===== src/rtl/mr_timer_pkg.sv =====
`default_nettype none
// ============================================================================
//  Module   : mr_timer_pkg
//  Purpose  : Shared definitions for the Wishbone machine-timer block:
//             register offsets, CTRL/STATUS field positions, CTRL layout.
//  Revision : 1.0  initial release
// ============================================================================
package mr_timer_pkg;

  localparam int TIMER_XLEN       = 32;
  localparam int TIMER_PRESCALE_W = 8;

  // Word offsets decoded from addr_i[2:0]; 6 and 7 are unmapped
  localparam logic [2:0] c_MTIME_LO = 3'd0;
  localparam logic [2:0] c_MTIME_HI = 3'd1;
  localparam logic [2:0] c_CMP_LO   = 3'd2;
  localparam logic [2:0] c_CMP_HI   = 3'd3;
  localparam logic [2:0] c_CTRL     = 3'd4;
  localparam logic [2:0] c_STATUS   = 3'd5;

  // CTRL / STATUS bit positions
  localparam int c_CTRL_EN_BIT     = 0;
  localparam int c_CTRL_PS_LSB     = 8;
  localparam int c_STATUS_IRQ_BIT  = 0;
  localparam int c_STATUS_CMPW_BIT = 1;

  // CTRL register layout; reserved fields read back as zero
  typedef struct packed {
    logic [TIMER_XLEN-TIMER_PRESCALE_W-9:0] rsvd_hi;
    logic [TIMER_PRESCALE_W-1:0]            prescale;
    logic [6:0]                             rsvd_lo;
    logic                                   enable;
  } ctrl_t;

  // True for the two halves of the live counter
  function automatic logic is_mtime_off(input logic [2:0] off);
    return (off == c_MTIME_LO) || (off == c_MTIME_HI);
  endfunction

endpackage
`default_nettype wire


===== src/rtl/mr_wb_timer_if.sv =====
`default_nettype none
// ============================================================================
//  Module   : mr_wb_timer_if
//  Purpose  : Wishbone pipelined bus bundle between the address decode
//             (master) and the machine timer (slave).
//  Revision : 1.0  initial release
// ============================================================================
interface mr_wb_timer_if #(
  parameter int XLEN      = 32,
  parameter int XLEN_GRAN = 2
) ();

  logic [XLEN-XLEN_GRAN-1:0] addr_i;
  logic [XLEN-1:0]           dat_i;
  logic [XLEN/8-1:0]         sel_i;
  logic                      we_i;
  logic                      stb_i;
  logic                      cyc_i;
  logic [XLEN-1:0]           dat_o;
  logic                      ack_o;
  logic                      err_o;
  logic                      stall_o;

  modport slave (
    input  addr_i, dat_i, sel_i, we_i, stb_i, cyc_i,
    output dat_o, ack_o, err_o, stall_o
  );

  modport master (
    output addr_i, dat_i, sel_i, we_i, stb_i, cyc_i,
    input  dat_o, ack_o, err_o, stall_o
  );

endinterface
`default_nettype wire


===== src/rtl/mr_bytemask_reg.sv =====
`default_nettype none
// ============================================================================
//  Module   : mr_bytemask_reg
//  Purpose  : XLEN-wide register with byte-lane bus writes and an optional
//             full-word load path. A bus write has priority over the load.
//  Revision : 1.0  initial release
// ============================================================================
module mr_bytemask_reg #(
  parameter int              XLEN      = 32,
  parameter logic [XLEN-1:0] RESET_VAL = '0
) (
  input  wire logic              clk,
  input  wire logic              rst,
  input  wire logic              i_we,
  input  wire logic [XLEN/8-1:0] i_sel,
  input  wire logic [XLEN-1:0]   i_wdata,
  input  wire logic              i_load,
  input  wire logic [XLEN-1:0]   i_load_val,
  output logic      [XLEN-1:0]   o_q
);

  logic [XLEN-1:0] r_q;
  logic [XLEN-1:0] w_merged;
  logic [XLEN-1:0] w_nxt;

  // Unselected lanes keep their current contents
  for (genvar gi = 0; gi < XLEN/8; gi++) begin : g_lane
    assign w_merged[gi*8 +: 8] = i_sel[gi] ? i_wdata[gi*8 +: 8] : r_q[gi*8 +: 8];
  end

  // Bus write beats the load path
  always_comb begin
    w_nxt = r_q;
    if (i_we)
      w_nxt = w_merged;
    else if (i_load)
      w_nxt = i_load_val;
  end

  // Storage
  always_ff @(posedge clk or negedge rst) begin
    if (!rst)
      r_q <= RESET_VAL;
    else
      r_q <= w_nxt;
  end

  assign o_q = r_q;

endmodule
`default_nettype wire


===== src/rtl/mr_wb_timer.sv =====
`default_nettype none
// ============================================================================
//  Module   : mr_wb_timer
//  Purpose  : Wishbone pipelined slave providing a RISC-V machine timer
//             (64-bit mtime / mtimecmp) and a level timer interrupt.
//  Revision : 1.0  initial release
// ============================================================================
module mr_wb_timer
  import mr_timer_pkg::*;
#(
  parameter int          XLEN       = TIMER_XLEN,
  parameter int          XLEN_GRAN  = 2,
  parameter int          PRESCALE_W = TIMER_PRESCALE_W,
  parameter logic [63:0] CMP_RESET  = 64'hFFFF_FFFF_FFFF_FFFF
) (
  input  wire logic    clk,
  input  wire logic    rst,
  mr_wb_timer_if.slave wb,
  output logic         timer_irq_o
);

  // ---------------------------------------------------------------- decode
  logic       w_accept;
  logic       w_rd;
  logic       w_wr;
  logic       w_mapped;
  logic       w_sel_any;
  logic [2:0] w_off;

  assign w_accept  = wb.cyc_i & wb.stb_i;
  assign w_off     = wb.addr_i[2:0];
  assign w_rd      = w_accept & ~wb.we_i;
  assign w_wr      = w_accept &  wb.we_i;
  assign w_mapped  = (w_off <= c_STATUS);
  assign w_sel_any = |wb.sel_i;

  // A write touching at least one byte of mtime suppresses this cycle's increment
  logic w_mtime_wr;
  logic w_cmp_wr;
  assign w_mtime_wr = w_wr & w_sel_any & is_mtime_off(w_off);
  assign w_cmp_wr   = w_wr & w_sel_any & ((w_off == c_CMP_LO) | (w_off == c_CMP_HI));

  // ---------------------------------------------------------------- registers
  logic [XLEN-1:0] r_mtime_lo;
  logic [XLEN-1:0] r_mtime_hi;
  logic [XLEN-1:0] r_cmp_lo;
  logic [XLEN-1:0] r_cmp_hi;
  logic [XLEN-1:0] r_ctrl_raw;
  logic [63:0]     w_mtime;
  logic [63:0]     w_cmp;
  logic [63:0]     w_mtime_inc;
  logic            w_tick;
  logic            w_mtime_load;

  assign w_mtime      = {r_mtime_hi, r_mtime_lo};
  assign w_cmp        = {r_cmp_hi, r_cmp_lo};
  assign w_mtime_inc  = w_mtime + 64'd1;
  assign w_mtime_load = w_tick & ~w_mtime_wr;

  mr_bytemask_reg #(.XLEN(XLEN), .RESET_VAL('0)) u_mtime_lo (
    .clk        (clk),
    .rst        (rst),
    .i_we       (w_wr & (w_off == c_MTIME_LO)),
    .i_sel      (wb.sel_i),
    .i_wdata    (wb.dat_i),
    .i_load     (w_mtime_load),
    .i_load_val (w_mtime_inc[31:0]),
    .o_q        (r_mtime_lo)
  );

  mr_bytemask_reg #(.XLEN(XLEN), .RESET_VAL('0)) u_mtime_hi (
    .clk        (clk),
    .rst        (rst),
    .i_we       (w_wr & (w_off == c_MTIME_HI)),
    .i_sel      (wb.sel_i),
    .i_wdata    (wb.dat_i),
    .i_load     (w_mtime_load),
    .i_load_val (w_mtime_inc[63:32]),
    .o_q        (r_mtime_hi)
  );

  mr_bytemask_reg #(.XLEN(XLEN), .RESET_VAL(CMP_RESET[31:0])) u_cmp_lo (
    .clk        (clk),
    .rst        (rst),
    .i_we       (w_wr & (w_off == c_CMP_LO)),
    .i_sel      (wb.sel_i),
    .i_wdata    (wb.dat_i),
    .i_load     (1'b0),
    .i_load_val ('0),
    .o_q        (r_cmp_lo)
  );

  mr_bytemask_reg #(.XLEN(XLEN), .RESET_VAL(CMP_RESET[63:32])) u_cmp_hi (
    .clk        (clk),
    .rst        (rst),
    .i_we       (w_wr & (w_off == c_CMP_HI)),
    .i_sel      (wb.sel_i),
    .i_wdata    (wb.dat_i),
    .i_load     (1'b0),
    .i_load_val ('0),
    .o_q        (r_cmp_hi)
  );

  mr_bytemask_reg #(.XLEN(XLEN), .RESET_VAL('0)) u_ctrl (
    .clk        (clk),
    .rst        (rst),
    .i_we       (w_wr & (w_off == c_CTRL)),
    .i_sel      (wb.sel_i),
    .i_wdata    (wb.dat_i),
    .i_load     (1'b0),
    .i_load_val ('0),
    .o_q        (r_ctrl_raw)
  );

  ctrl_t w_ctrl;
  ctrl_t w_ctrl_rd;
  logic  w_en;
  assign w_ctrl = ctrl_t'(r_ctrl_raw);
  assign w_en   = w_ctrl.enable;

  always_comb begin
    w_ctrl_rd         = w_ctrl;
    w_ctrl_rd.rsvd_hi = '0;
    w_ctrl_rd.rsvd_lo = '0;
  end

  // ---------------------------------------------------------------- prescaler
  // ">=" rather than "==" so that lowering prescale below a frozen divider
  // value ticks immediately instead of waiting for the divider to wrap.
  logic [PRESCALE_W-1:0] r_div;
  assign w_tick = w_en & (r_div >= w_ctrl.prescale);

  // Divider advances only while enabled; frozen (not cleared) when disabled
  always_ff @(posedge clk or negedge rst) begin
    if (!rst)
      r_div <= '0;
    else if (w_en)
      r_div <= w_tick ? '0 : r_div + 1'b1;
  end

  // ---------------------------------------------------------------- hi shadow
  logic [XLEN-1:0] r_hi_shadow;

  // Reading MTIME_LO snapshots the upper half for a tear-free 64-bit read
  always_ff @(posedge clk or negedge rst) begin
    if (!rst)
      r_hi_shadow <= '0;
    else if (w_rd && (w_off == c_MTIME_LO))
      r_hi_shadow <= r_mtime_hi;
  end

  // ---------------------------------------------------------------- interrupt
  logic r_irq;
  logic r_cmp_wflag;
  logic w_irq_nxt;

  assign w_irq_nxt = w_en & (w_mtime >= w_cmp);

  // Level interrupt from the registered counter/compare state
  always_ff @(posedge clk or negedge rst) begin
    if (!rst)
      r_irq <= 1'b0;
    else
      r_irq <= w_irq_nxt;
  end

  // Records a compare write since the interrupt last rose; a write wins a tie
  always_ff @(posedge clk or negedge rst) begin
    if (!rst)
      r_cmp_wflag <= 1'b0;
    else if (w_cmp_wr)
      r_cmp_wflag <= 1'b1;
    else if (w_irq_nxt && !r_irq)
      r_cmp_wflag <= 1'b0;
  end

  assign timer_irq_o = r_irq;

  // ---------------------------------------------------------------- read mux
  logic [XLEN-1:0] w_rd_val;

  // Register value seen at the accept edge
  always_comb begin
    w_rd_val = '0;
    unique case (w_off)
      c_MTIME_LO: w_rd_val = r_mtime_lo;
      c_MTIME_HI: w_rd_val = r_hi_shadow;
      c_CMP_LO:   w_rd_val = r_cmp_lo;
      c_CMP_HI:   w_rd_val = r_cmp_hi;
      c_CTRL:     w_rd_val = w_ctrl_rd;
      c_STATUS: begin
        w_rd_val[c_STATUS_IRQ_BIT]  = r_irq;
        w_rd_val[c_STATUS_CMPW_BIT] = r_cmp_wflag;
      end
      default:    w_rd_val = '0;
    endcase
  end

  // ---------------------------------------------------------------- response
  logic            r_ack;
  logic            r_err;
  logic [XLEN-1:0] r_dat;

  // One registered response per accepted strobe; dat_o zero unless a mapped read
  always_ff @(posedge clk or negedge rst) begin
    if (!rst) begin
      r_ack <= 1'b0;
      r_err <= 1'b0;
      r_dat <= '0;
    end else begin
      r_ack <= w_accept &  w_mapped;
      r_err <= w_accept & ~w_mapped;
      r_dat <= (w_rd && w_mapped) ? w_rd_val : '0;
    end
  end

  assign wb.ack_o   = r_ack;
  assign wb.err_o   = r_err;
  assign wb.dat_o   = r_dat;
  assign wb.stall_o = 1'b0;

  // Bits intentionally not decoded
  logic w_unused;
  assign w_unused = ^{wb.addr_i[XLEN-XLEN_GRAN-1:3], w_ctrl.rsvd_hi, w_ctrl.rsvd_lo};

endmodule
`default_nettype wire


===== src/flat_wrapper.sv =====
// flat-port wrapper written by rule: the top's interface ports become plain ports
module mr_wb_timer_flat import mr_timer_pkg::*;
#(
  parameter int          XLEN       = TIMER_XLEN,
  parameter int          XLEN_GRAN  = 2,
  parameter int          PRESCALE_W = TIMER_PRESCALE_W,
  parameter logic [63:0] CMP_RESET  = 64'hFFFF_FFFF_FFFF_FFFF
)
  (clk, rst, timer_irq_o, wb_addr_i, wb_dat_i, wb_sel_i, wb_we_i, wb_stb_i, wb_cyc_i, wb_dat_o, wb_ack_o, wb_err_o, wb_stall_o);
  mr_wb_timer_if #(.XLEN(XLEN), .XLEN_GRAN(XLEN_GRAN)) wb_i ();
  input  wire logic clk;
  input  wire logic rst;
  output logic timer_irq_o;
  input wire logic [$bits(wb_i.addr_i)-1:0] wb_addr_i;
  input wire logic [$bits(wb_i.dat_i)-1:0] wb_dat_i;
  input wire logic [$bits(wb_i.sel_i)-1:0] wb_sel_i;
  input wire logic [$bits(wb_i.we_i)-1:0] wb_we_i;
  input wire logic [$bits(wb_i.stb_i)-1:0] wb_stb_i;
  input wire logic [$bits(wb_i.cyc_i)-1:0] wb_cyc_i;
  output wire logic [$bits(wb_i.dat_o)-1:0] wb_dat_o;
  output wire logic [$bits(wb_i.ack_o)-1:0] wb_ack_o;
  output wire logic [$bits(wb_i.err_o)-1:0] wb_err_o;
  output wire logic [$bits(wb_i.stall_o)-1:0] wb_stall_o;
  assign wb_i.addr_i = wb_addr_i;
  assign wb_i.dat_i = wb_dat_i;
  assign wb_i.sel_i = wb_sel_i;
  assign wb_i.we_i = wb_we_i;
  assign wb_i.stb_i = wb_stb_i;
  assign wb_i.cyc_i = wb_cyc_i;
  assign wb_dat_o = wb_i.dat_o;
  assign wb_ack_o = wb_i.ack_o;
  assign wb_err_o = wb_i.err_o;
  assign wb_stall_o = wb_i.stall_o;
  mr_wb_timer #(.XLEN(XLEN), .XLEN_GRAN(XLEN_GRAN), .PRESCALE_W(PRESCALE_W), .CMP_RESET(CMP_RESET)) u_core (.clk(clk), .rst(rst), .wb(wb_i), .timer_irq_o(timer_irq_o));
endmodule

===== config.mk =====
export PLATFORM = sky130hd
export DESIGN_NAME = mr_wb_timer_flat
export DESIGN_NICKNAME = d
export VERILOG_FILES = /design/src/rtl/mr_timer_pkg.sv /design/src/rtl/mr_wb_timer_if.sv /design/src/rtl/mr_bytemask_reg.sv /design/src/rtl/mr_wb_timer.sv /design/src/flat_wrapper.sv
export SDC_FILE = /design/constraint.sdc
export NUM_CORES = 1
export LEC_CHECK = 0
export ABC_CLOCK_PERIOD_IN_PS = 2350
export BUFFER_PORTS_ARGS = -buffer_cell sky130_fd_sc_hd__buf_2
export CORE_MARGIN = 1.5
export CORE_UTILIZATION = 25
export CTS_CLUSTER_SIZE = 14
export DETAILED_ROUTE_END_ITERATION = 10
export GPL_ROUTABILITY_DRIVEN = 1
export GPL_TIMING_DRIVEN = 0
export MAX_ROUTING_LAYER = met4
export PLACE_DENSITY = 0.5
export REMOVE_ABC_BUFFERS = 1
export SLEW_MARGIN = 20
export SYNTH_ARGS = -nofsm -noshare
export SYNTH_HDL_FRONTEND = slang
export SYNTH_SLANG_ARGS = --single-unit

===== constraint.sdc =====
create_clock -name clk -period 2.35 [get_ports clk]
set_input_delay 0.3525 -clock clk [delete_from_list [all_inputs] [get_ports clk]]
set_output_delay 0.3525 -clock clk [all_outputs]
set_load 0.01 [all_outputs]

==> impl_metrics.toml, run 1 <==
[timing]
worst_pin_slew_ps = 771
setup_ws_ps = -201
max_slew_margin_pct = 48.3
fin_worst_skew_ps = 17.9
fmax_mhz = 392
finalMaxSlewViolations = 0
grt_setup_unrepaired = "yes"
worst_hold_slack_ps = 93.8
setup_viol = 14
post-route-period-util_pct = 109
fin_crit_ps = 2550
hold_viol_final = 0

[layout]
area_growth_pct = 29.9
final_nets = 1509
layout.cells.non_filler = 2049
fillers = 4991
drive_gt1_share_pct = 37.3

[critical_path]
rr_startpoint = "u_core.u_cmp_lo.o_q[27]"
cp_max_fo = 3
worstSetupEndpointType = "flop"
path_cells = "inv_2, ha_4, a21oi_2, o21ai_2, a221o_1, a2111o_1, a221oi_4, o21ai_4, and2_1"
worst_setup_path_start_kind = "flop"
reg2reg_slack_ps = -200
timing.critical_path.buf_inv = 1
crit_family = "compound AO/OA/AOI/OAI gates"
r2r_end = "u_core.timer_irq_o"
r2r_cells = 9
startpoint = "u_core.u_cmp_lo.o_q[27]"
cp_slowest_cell = "dfstp_2"
required_ps = 2790
critical_path_class = "reg -> reg"
slowest_delay_ps = 540
worstPathArrival_ps = 2990

[synthesis]
synth_top_area_share_pct = 30.3
yosysSeqAreaShare_pct = 44.0
synth_warnings = 0
synth_simple_gate_area_share_pct = 16.1
synthTopCellsByCount = "dfrtp_1 (149), nand2_1 (104), nor2_1 (98)"
synth-edff-count = 0
synth-compound-area-share_pct = 14.8
synth-seq-cells = 213
synth.distinct_cells = 79
synth_top_area_cell = "dfrtp_1"
async_flop_share_pct = 100
synthCells = 1223
synth_area_um2 = 12300
muxShareOfSynthArea_pct = 12.6
synth_fa_ha_area_share_pct = 7.53
synth.top_cells.by_area = "dfrtp_1 (30%), dfstp_2 (14%), mux2_2 (8.2%), ha_1 (7.5%), nand2_1 (3.2%)"
post-synth-top-count-cell = "dfrtp_1"
synth_top_family_by_area = "simple AND/OR/NAND/NOR gates"
synth-xor-area-share_pct = 0.285
ys.flop_type = "dfrtp_1"
synth_area_per_cell_um2 = 10.0

[clock_network]
cts.clk_slew.worst_paths_ps = 60
cts.sinks = 213
root_buffer = "clkbuf_16"
insertion_delay_ps = 550
h-tree-depth = 1
cts_tree = "built"
clockBufferDepth = 3
cts_buffers = 25

[floorplan]
die-area_um2 = 50500
io-pin-count = 107
die_x_um = 225
initial_core_util_pct = 25.2
row_count = 81
fp.coreArea_um2 = 48700
dieHeight_um = 225

[place]
dp.cells = 1927
globalplace.congestion = 0.853
dp_hpwl_um = 29500
buffer_ports.inserted = 78

[routing]
wl_per_cell_um = 20.6
totalWireLength_um = 42200
drtIter0Drc = 751
drtAntennaViolNets = 0
drc = 0
dr.pass1.iters = 5
vias_per_cell = 5.14
vias = 10500

[global_route]
gr-usage-all-layers_pct = 16.8
grt_pass1_wl_um = 63900
first_global_vias = 10500
grt-ovfl-total = 0
antenna_found_initial = 2
grt_start_max_net_pins = 90

[min_path]
hp-class = "in -> reg"
hold_depth = 3
hold_start = "wb_dat_i[13]"
hold_end = "u_core.u_mtime_hi.o_q[13]"

[status]
violations = "setup timing"
outcome = "complete, but fails checks"

[flow_run]
cap_violations = 0

[power]
ir_drop_uv = 532
cellLeakagePower_nw = 6.70
p_per_area_nw_per_um2 = 789
==> report_power, final <==
group | total (mW) | switching [mW] | leakage (nW) | internal, mW
registers | 4.80 | 0.543 | 2.50 | 4.26
clock network | 4.27 | 1.67 | 0.445 | 2.59
logic | 3.53 | 1.79 | 3.75 | 1.73
==> logic make-up (layout without fill, tap and decap cells) <==
logic type,Yosys count,count (layout)
DFF,213,213
AOI/OAI and AO/OA,256,256
and+or+nand+nor,392,394
adders and majority gates,74,74
other,1,3
xor gates and xnor gates,4,4
buffers and inverters,145,303
muxes,138,138
==> per-layer routing <==
layer	GRT usage (%)	vias up	wire [um]
li1	-	4842	-
met1	22.9	5282	19300
met2	26.2	336	19000
met3	2.78	72	2670
met4	3.90	0	1160
met5	-	-	0
==> sequential cells by signal, summed over array words and instances (netlist names) <==
register and cells:
u_core.u_cmp_lo.o_q 32, u_core.wb.dat_o 32, u_core.r_div 8, u_core.u_mtime_hi.o_q 32, u_core.u_cmp_hi.o_q 32, u_core.timer_irq_o 1, u_core.u_ctrl.o_q 9, u_core.r_hi_shadow 32
u_core.wb.ack_o 1, u_core.r_cmp_wflag 1, u_core.wb.err_o 1, u_core.u_mtime_lo.o_q 32
==> what timing repair did <==
| action | 4_1_cts | 5_1_grt |
|---|---|---|
| endpoints found under the hold margin | 44 | 0 |
| hold buffers | 1 | 0 |
| resized for setup | 87 | 110 |
| cloned | 0 | 2 |
| buffers inserted | 37 | 35 |
| pin swaps | 38 | 49 |
| endpoints found under the setup margin | 108 | 85 |
==> how the worst max path moves through the flow <==
| stage | to | slack, ps | depth (start not counted) |
|---|---|---|---|
| final | u_core.timer_irq_o | -200 | 9 |
| after global routing | u_core.u_mtime_lo.o_q[31] | -320 | 11 |
| after CTS | u_core.timer_irq_o | -220 | 9 |
| after detailed placement | u_core.u_mtime_lo.o_q[21] | -1260 | 7 |
| after global placement | u_core.r_hi_shadow[20] | -4720 | 4 |
| after floorplan | u_core.r_hi_shadow[0] | -1260 | 3 |
==> cells in the final DEF (no fill, tap or decap), types with 7 or more instances in the layout <==
cell / count
nand3_2: 7
nand4_1: 24
nand2_1: 103
mux2_1: 16
a221oi_1: 23
a211oi_1: 9
nand3_4: 7
a21oi_2: 20
clkbuf_8: 10
dfstp_2: 64
mux2_2: 90
ha_1: 63
nor3_1: 9
buf_6: 21
ha_4: 10
inv_1: 85
clkbuf_16: 25
inv_2: 8
o311ai_1: 8
buf_2: 74
a21oi_1: 36
dfrtp_1: 133
o311ai_0: 7
o22ai_1: 21
nor3_2: 7
buf_4: 58
nand3_1: 50
dfrtp_2: 16
a21o_1: 8
nor2_1: 90
o21ai_0: 20
o211ai_1: 24
and2_1: 7
and3_1: 12
mux2i_1: 29
==> through the flow <==
| step | power, mW | setup TNS, ps | util (%) | cell area, um^2 | worst slack (ps) |
|---|---|---|---|---|---|
| floorplan | 6.21 | -64580 | - | 12100 | -1260 |
| global placement | 7.08 | -1044480 | 27.3 | 13300 | -4720 |
| detailed placement | 7.18 | -106990 | 27.8 | 13600 | -1260 |
| CTS | 12.0 | -527 | 31.1 | 15100 | -224 |
| global route | 13.2 | -4140 | 32.7 | 16000 | -323 |
| finish | 12.6 | -884 | 32.7 | 16000 | -201 |
==> worst register-to-register path, cell delays in order, from the launching register on <==
cell and delay [ps]:
dfstp_2 540, inv_2 50, ha_4 210, a21oi_2 140, o21ai_2 100, a221o_1 370
a2111o_1 450, a221oi_4 290, o21ai_4 130, and2_1 170
==> cell type report <==
type | count | area (um^2) | share of cell area, %
Multi-Input combinational cell | 867 | 7170 | 45.0
Sequential cell | 213 | 5430 | 34.0
Timing Repair Buffer | 164 | 1270 | 7.96
Tap cell | 664 | 831 | 5.21
Clock buffer | 37 | 771 | 4.83
Inverter | 93 | 349 | 2.19
Clock inverter | 9 | 126 | 0.792
Antenna cell | 2 | 5.00 | 0.0314
No activity file was read; power rests on OpenSTA's default activity.
==> run 2, diff against run 1 <==
- ABC_AREA: not set -> 1
==> impl_metrics.toml, run 2 <==
[synthesis]
synth.top_cells.by_area = "dfrtp_1 (28%), nand2_1 (13%), dfstp_2 (13%), ha_1 (6.9%), inv_1 (6.0%)"
synth-edff-count = 0
synthTopCellsByCount = "nand2_1 (474), inv_1 (214), nor2_1 (159)"
synth_top_area_share_pct = 27.9
synth-seq-cells = 213
synth_area_um2 = 13400
synth_top_area_cell = "dfrtp_1"
async_flop_share_pct = 100
synth_area_per_cell_um2 = 7.55
ys.flop_type = "dfrtp_1"
synthCells = 1770
synth.distinct_cells = 43
yosysSeqAreaShare_pct = 40.5
synth_warnings = 0
post-synth-top-count-cell = "nand2_1"

[critical_path]
r2r_cells = 11
reg2reg_slack_ps = 4
cp_slowest_cell = "dfstp_2"
crit_family = "simple AND/OR/NAND/NOR gates"
crit_path_frequent_cell = "nand2_1"
worstPathArrival_ps = 2780
startpoint = "u_core.u_cmp_hi.o_q[24]"
endpoint = "u_core.r_cmp_wflag"
worstSetupEndpointType = "flop"
r2r_end = "u_core.r_cmp_wflag"
path_depth = 11
required_ps = 2780
path_cells = "inv_2, ha_4, nand4_1, nor3_4, nand4_1, nor2_1, nand2_1, nand2_1, nand3_1, nand2_1, nand2_1"
timing.critical_path.buf_inv = 1
worst_setup_path_start_kind = "flop"
critical_path_class = "reg -> reg"
slowest_delay_ps = 560
rr_startpoint = "u_core.u_cmp_hi.o_q[24]"
cp_max_fo = 3

[min_path]
hp-class = "in -> reg"

[floorplan]
row_count = 84
die_x_um = 234
fp.coreArea_um2 = 52700
initial_core_util_pct = 25.4
die-area_um2 = 54800
io-pin-count = 107
dieHeight_um = 234

[routing]
dr.pass1.iters = 6
totalWireLength_um = 50300
vias_per_cell = 4.83
wl_per_cell_um = 19.8
vias = 12300
drtIter0Drc = 833
drtAntennaViolNets = 0
drc = 0

[place]
dp.cells = 2483
buffer_ports.inserted = 78
globalplace.congestion = 0.954
dp_worst_setup_slack_ps = -1370
dp_hpwl_um = 36400

[clock_network]
cts.clk_slew.worst_paths_ps = 60
clockBufferDepth = 3
insertion_delay_ps = 560
cts.sinks = 213
cts_buffers = 25
h-tree-depth = 1
root_buffer = "clkbuf_16"
cts_tree = "built"

[power]
p_per_area_nw_per_um2 = 958
cellLeakagePower_nw = 6.90
ir_drop_uv = 658

[timing]
worst_pin_slew_ps = 1050
grt_setup_unrepaired = "yes"
fin_crit_ps = 2350
fmax_mhz = 426
max_slew_margin_pct = 29.7
finalMaxSlewViolations = 0
setup_viol = 0
post-route-period-util_pct = 99.8
setup_ws_ps = 4.04
hold_viol_final = 0
fin_worst_skew_ps = 25.4

[layout]
layout.cells.non_filler = 2541
layout_common_cells = "nand2_1 (466), inv_1 (210), dfrtp_1 (148), nor2_1 (146), o21ai_0 (127)"
drive_gt1_share_pct = 16.6
antenna_cells = 0
area_growth_pct = 18.0
final_nets = 1980
fillers = 5684
final_common_cell = "nand2_1"

[global_route]
antenna_found_initial = 0
gr-usage-all-layers_pct = 18.3
grt_start_max_net_pins = 91
grt_pass1_wl_um = 74100
grt-ovfl-total = 0
first_global_vias = 11900

[status]
outcome = "finished, final reports clean"

[flow_run]
cap_violations = 0
run 2: cell count changes in the layout (fill, tap and decap cells not counted), sizes merged, moves of 16 or more:
cell	before	now
nand3	64	110
mux2i	29	0
nor3	19	35
buf	163	88
and3	20	0
nor2	99	169
nand2	104	489
inv	94	224
xor2	2	39
o211ai	24	1
o21ai	26	213
mux2	106	1
run 2: worst min path at each step:
stage	cells after the start	to	start	slack [ps]
2_1_floorplan	0	u_core.r_cmp_wflag	rst	60
3_3_place_gp	2	u_core.r_cmp_wflag	u_core.r_cmp_wflag	460
3_5_place_dp	1	u_core.wb.dat_o[4]	rst	310
4_1_cts	3	u_core.u_cmp_hi.o_q[16]	wb_dat_i[16]	70
5_1_grt	2	u_core.wb.ack_o	wb_addr_i[1]	90
6_report	2	u_core.wb.ack_o	wb_addr_i[1]	100
run 2: report_power, final:
part | total [mW] | internal, mW | switching, mW | leakage (nW)
clock | 4.20 | 2.55 | 1.65 | 0.419
combinational | 5.38 | 1.87 | 3.51 | 3.79
sequential | 5.51 | 4.50 | 1.02 | 2.69
total | 15.1 | 8.92 | 6.17 | 6.90
run 2: cells by family (layout without fill, tap and decap cells):
group | after synthesis | in the layout | share of synthesized area [%]
simple gates | 825 | 831 | 26.3
xor+xnor | 40 | 40 | 2.62
flops | 213 | 213 | 40.5
mux | 1 | 1 | 0.0843
compound gates | 335 | 335 | 14.8
fa+ha+maj | 74 | 74 | 6.93
other cells | 1 | 1 | 0.0281
buf+inv | 281 | 358 | 8.77
run 2: layer usage:
layer	wire, um	track usage [%]
met5	0	-
met1	22600	24.0
met4	1330	4.73
met3	2310	2.08
met2	24100	30.0
run 2: layout make-up:
cell class,count,area [um^2],area share [%]
clock buffer,39,728,4.62
clock inverter,6,130,0.825
inverter,224,848,5.38
multi-input combinational,1282,7190,45.6
sequential,213,5410,34.3
tap,688,861,5.46
timing repair buffer,89,591,3.75
run 2: repair_timing:
action                                 CTS  global route
endpoints found under the hold margin   36             0
cloned                                   0             6
resized for setup                       31            38
setup endpoints to repair               65            67
hold buffers                             1             0
pin swaps                                0            13
buffers inserted                         0             6
run 2: metrics by stage:
stage,hold slack [ps],utilization [%],power (mW),setup TNS [ps],area (um^2)
after detailed placement,313,27.4,10.3,-82760,14400
after CTS,72.5,29.3,14.7,-440,15400
final,96.4,29.9,15.1,0,15800
after global placement,460,27.1,10.2,-679570,14300
after floorplan,56.9,-,8.42,0,13000
after global routing,94.4,29.9,16.2,-5050,15800
run 2: worst reg2reg max path, cell delays in order (launching register included):
cell	delay (ps)
dfstp_2	560
inv_2	70
ha_4	250
nand4_1	210
nor3_4	320
nand4_1	260
nor2_1	170
nand2_1	100
nand2_1	80
nand3_1	70
nand2_1	90
nand2_1	50
==> run 3, diff against run 2 <==
- GPL_TIMING_DRIVEN: 0 -> not set
- PLACE_DENSITY: 0.5 -> not set
- PLACE_DENSITY_LB_ADDON: not set -> 0.25
==> impl_metrics.toml, run 3 (synthesis results as in run 2) <==
[status]
outcome = "finished, final reports clean"

[power]
cellLeakagePower_nw = 7.34
p_per_area_nw_per_um2 = 971
p_sw_share_pct = 39.2
finalPower_mw = 15.8
p_comb_share_pct = 36.4
power.internal_mw = 9.63
p_clk_share_pct = 30.3
power_frac_seq_pct = 33.3
switchingPower_mw = 6.20
ir_drop_uv = 593

[floorplan]
initial_core_util_pct = 25.4
io-pin-count = 107
dieHeight_um = 234
die_x_um = 234
row_count = 84
fp.coreArea_um2 = 52700
die-area_um2 = 54800

[clock_network]
cts_buffers = 28
h-tree-depth = 1
cts_tree = "built"
cts.clk_slew.worst_paths_ps = 60
cts.sinks = 213
root_buffer = "clkbuf_16"
insertion_delay_ps = 570
clockBufferDepth = 3

[routing]
dr.pass1.iters = 5
totalWireLength_um = 49900
vias = 12400
vias_per_cell = 4.73
drc = 0
drtAntennaViolNets = 0
wl_per_cell_um = 19.0
drtIter0Drc = 988

[critical_path]
worstSetupEndpointType = "flop"
required_ps = 2800
critical_path_class = "reg -> reg"
cp_max_fo = 3
worstPathArrival_ps = 2690
worst_setup_path_start_kind = "flop"

[timing]
fin_worst_skew_ps = 13.5
hold_viol_final = 0
grt_setup_unrepaired = "no"
post-route-period-util_pct = 95.1
worst_hold_slack_ps = 79.6
fin_crit_ps = 2230
finalMaxSlewViolations = 0
fmax_mhz = 448
worst_pin_slew_ps = 561
setup_viol = 0
max_slew_margin_pct = 62.6

[global_route]
antenna_found_initial = 0
gr-usage-all-layers_pct = 18.8
first_global_vias = 12400
grt-ovfl-total = 0
grt_pass1_wl_um = 75500
grt_start_max_net_pins = 59

[layout]
antenna_cells = 0
drive_gt1_share_pct = 19.5
layout_common_cells = "nand2_1 (466), inv_1 (214), nor2_1 (149), dfrtp_1 (149), o21ai_0 (127)"
final_nets = 2063
multi_input_area_um2 = 6950
postLayoutCoreUtil_pct = 31.0
final_area_um2 = 16300
layout.cells.non_filler = 2628
regArea_um2 = 5410
area_growth_pct = 22.1
fillers = 5657
final_common_cell = "nand2_1"

[place]
globalplace.congestion = 0.945
placed_area_um2 = 15100
dp_hpwl_um = 38200
buffer_ports.inserted = 78
dp.cells = 2572

[min_path]
hp-class = "in -> reg"

[flow_run]
cap_violations = 0
run 3: critical path, cell delays in order (launching register included):
cell	delay [ps]
dfstp_2	540
inv_1	40
ha_1	290
nand2_1	70
nor2_1	120
buf_4	150
nand3_1	100
nor2_2	190
nand2_1	70
nand2_1	60
nor2_1	40
nand2_1	80
nand2_2	100
nand2_1	80
nand3_1	60
nand2_1	70
nand2_1	50
run 3: worst paths after layout:
kind / start / to / slack [ps] / cells past startpoint
worst min-delay path: wb_dat_i[28] / u_core.u_cmp_hi.o_q[28] / 80 / 3
worst max register to register: u_core.u_cmp_lo.o_q[15] / u_core.r_cmp_wflag / 120 / 16
max in group asynchronous: rst / u_core.u_cmp_lo.o_q[23] / 1230 / 3
worst max-delay path: u_core.u_cmp_lo.o_q[15] / u_core.r_cmp_wflag / 120 / 16
worst min register to register: u_core.u_cmp_hi.o_q[14] / u_core.u_cmp_hi.o_q[14] / 480 / 2
min in group asynchronous: rst / u_core.wb.dat_o[4] / 340 / 2
run 3: routing by layer:
layer  up-vias  track usage (%)  wire length, um
li1       6108                -                -
met3        74             2.42             2430
met5         -                -                0
met4         0             4.71             1130
met1      5942             25.0            23100
met2       313             30.3            23200
run 3: power groups by stage:
stage | Clock, mW | Combinational, mW | Sequential (mW)
2_1_floorplan | 0 | 3.29 | 5.13
3_3_place_gp | 0 | 5.41 | 5.30
3_5_place_dp | 0 | 5.47 | 5.32
4_1_cts | 4.91 | 5.51 | 5.26
5_1_grt | 5.04 | 6.49 | 5.38
6_report | 4.79 | 5.76 | 5.28
run 3: per-stage QoR:
step	setup WS, ps	TNS [ps]
detailed placement	23.4	0
global route	2.76	0
global placement	-8.52	-8.52
finish	116	0
CTS	14.7	0
floorplan	235	0
run 3: layout make-up:
| type | count | share of cell area [%] |
|---|---|---|
| Sequential cell | 213 | 33.2 |
| Timing Repair Buffer | 173 | 7.48 |
| Clock buffer | 42 | 5.18 |
| Clock inverter | 10 | 1.12 |
| Inverter | 224 | 5.15 |
| Tap cell | 688 | 5.28 |
| Multi-Input combinational cell | 1278 | 42.6 |
run 3: repair_timing:
action,4_1_cts,5_1_grt
resized for setup,1,35
hold buffers,1,0
gates cloned,0,2
buffers inserted,0,1
setup endpoints to repair,1,66
hold endpoints to repair,32,0
pin swaps,0,2
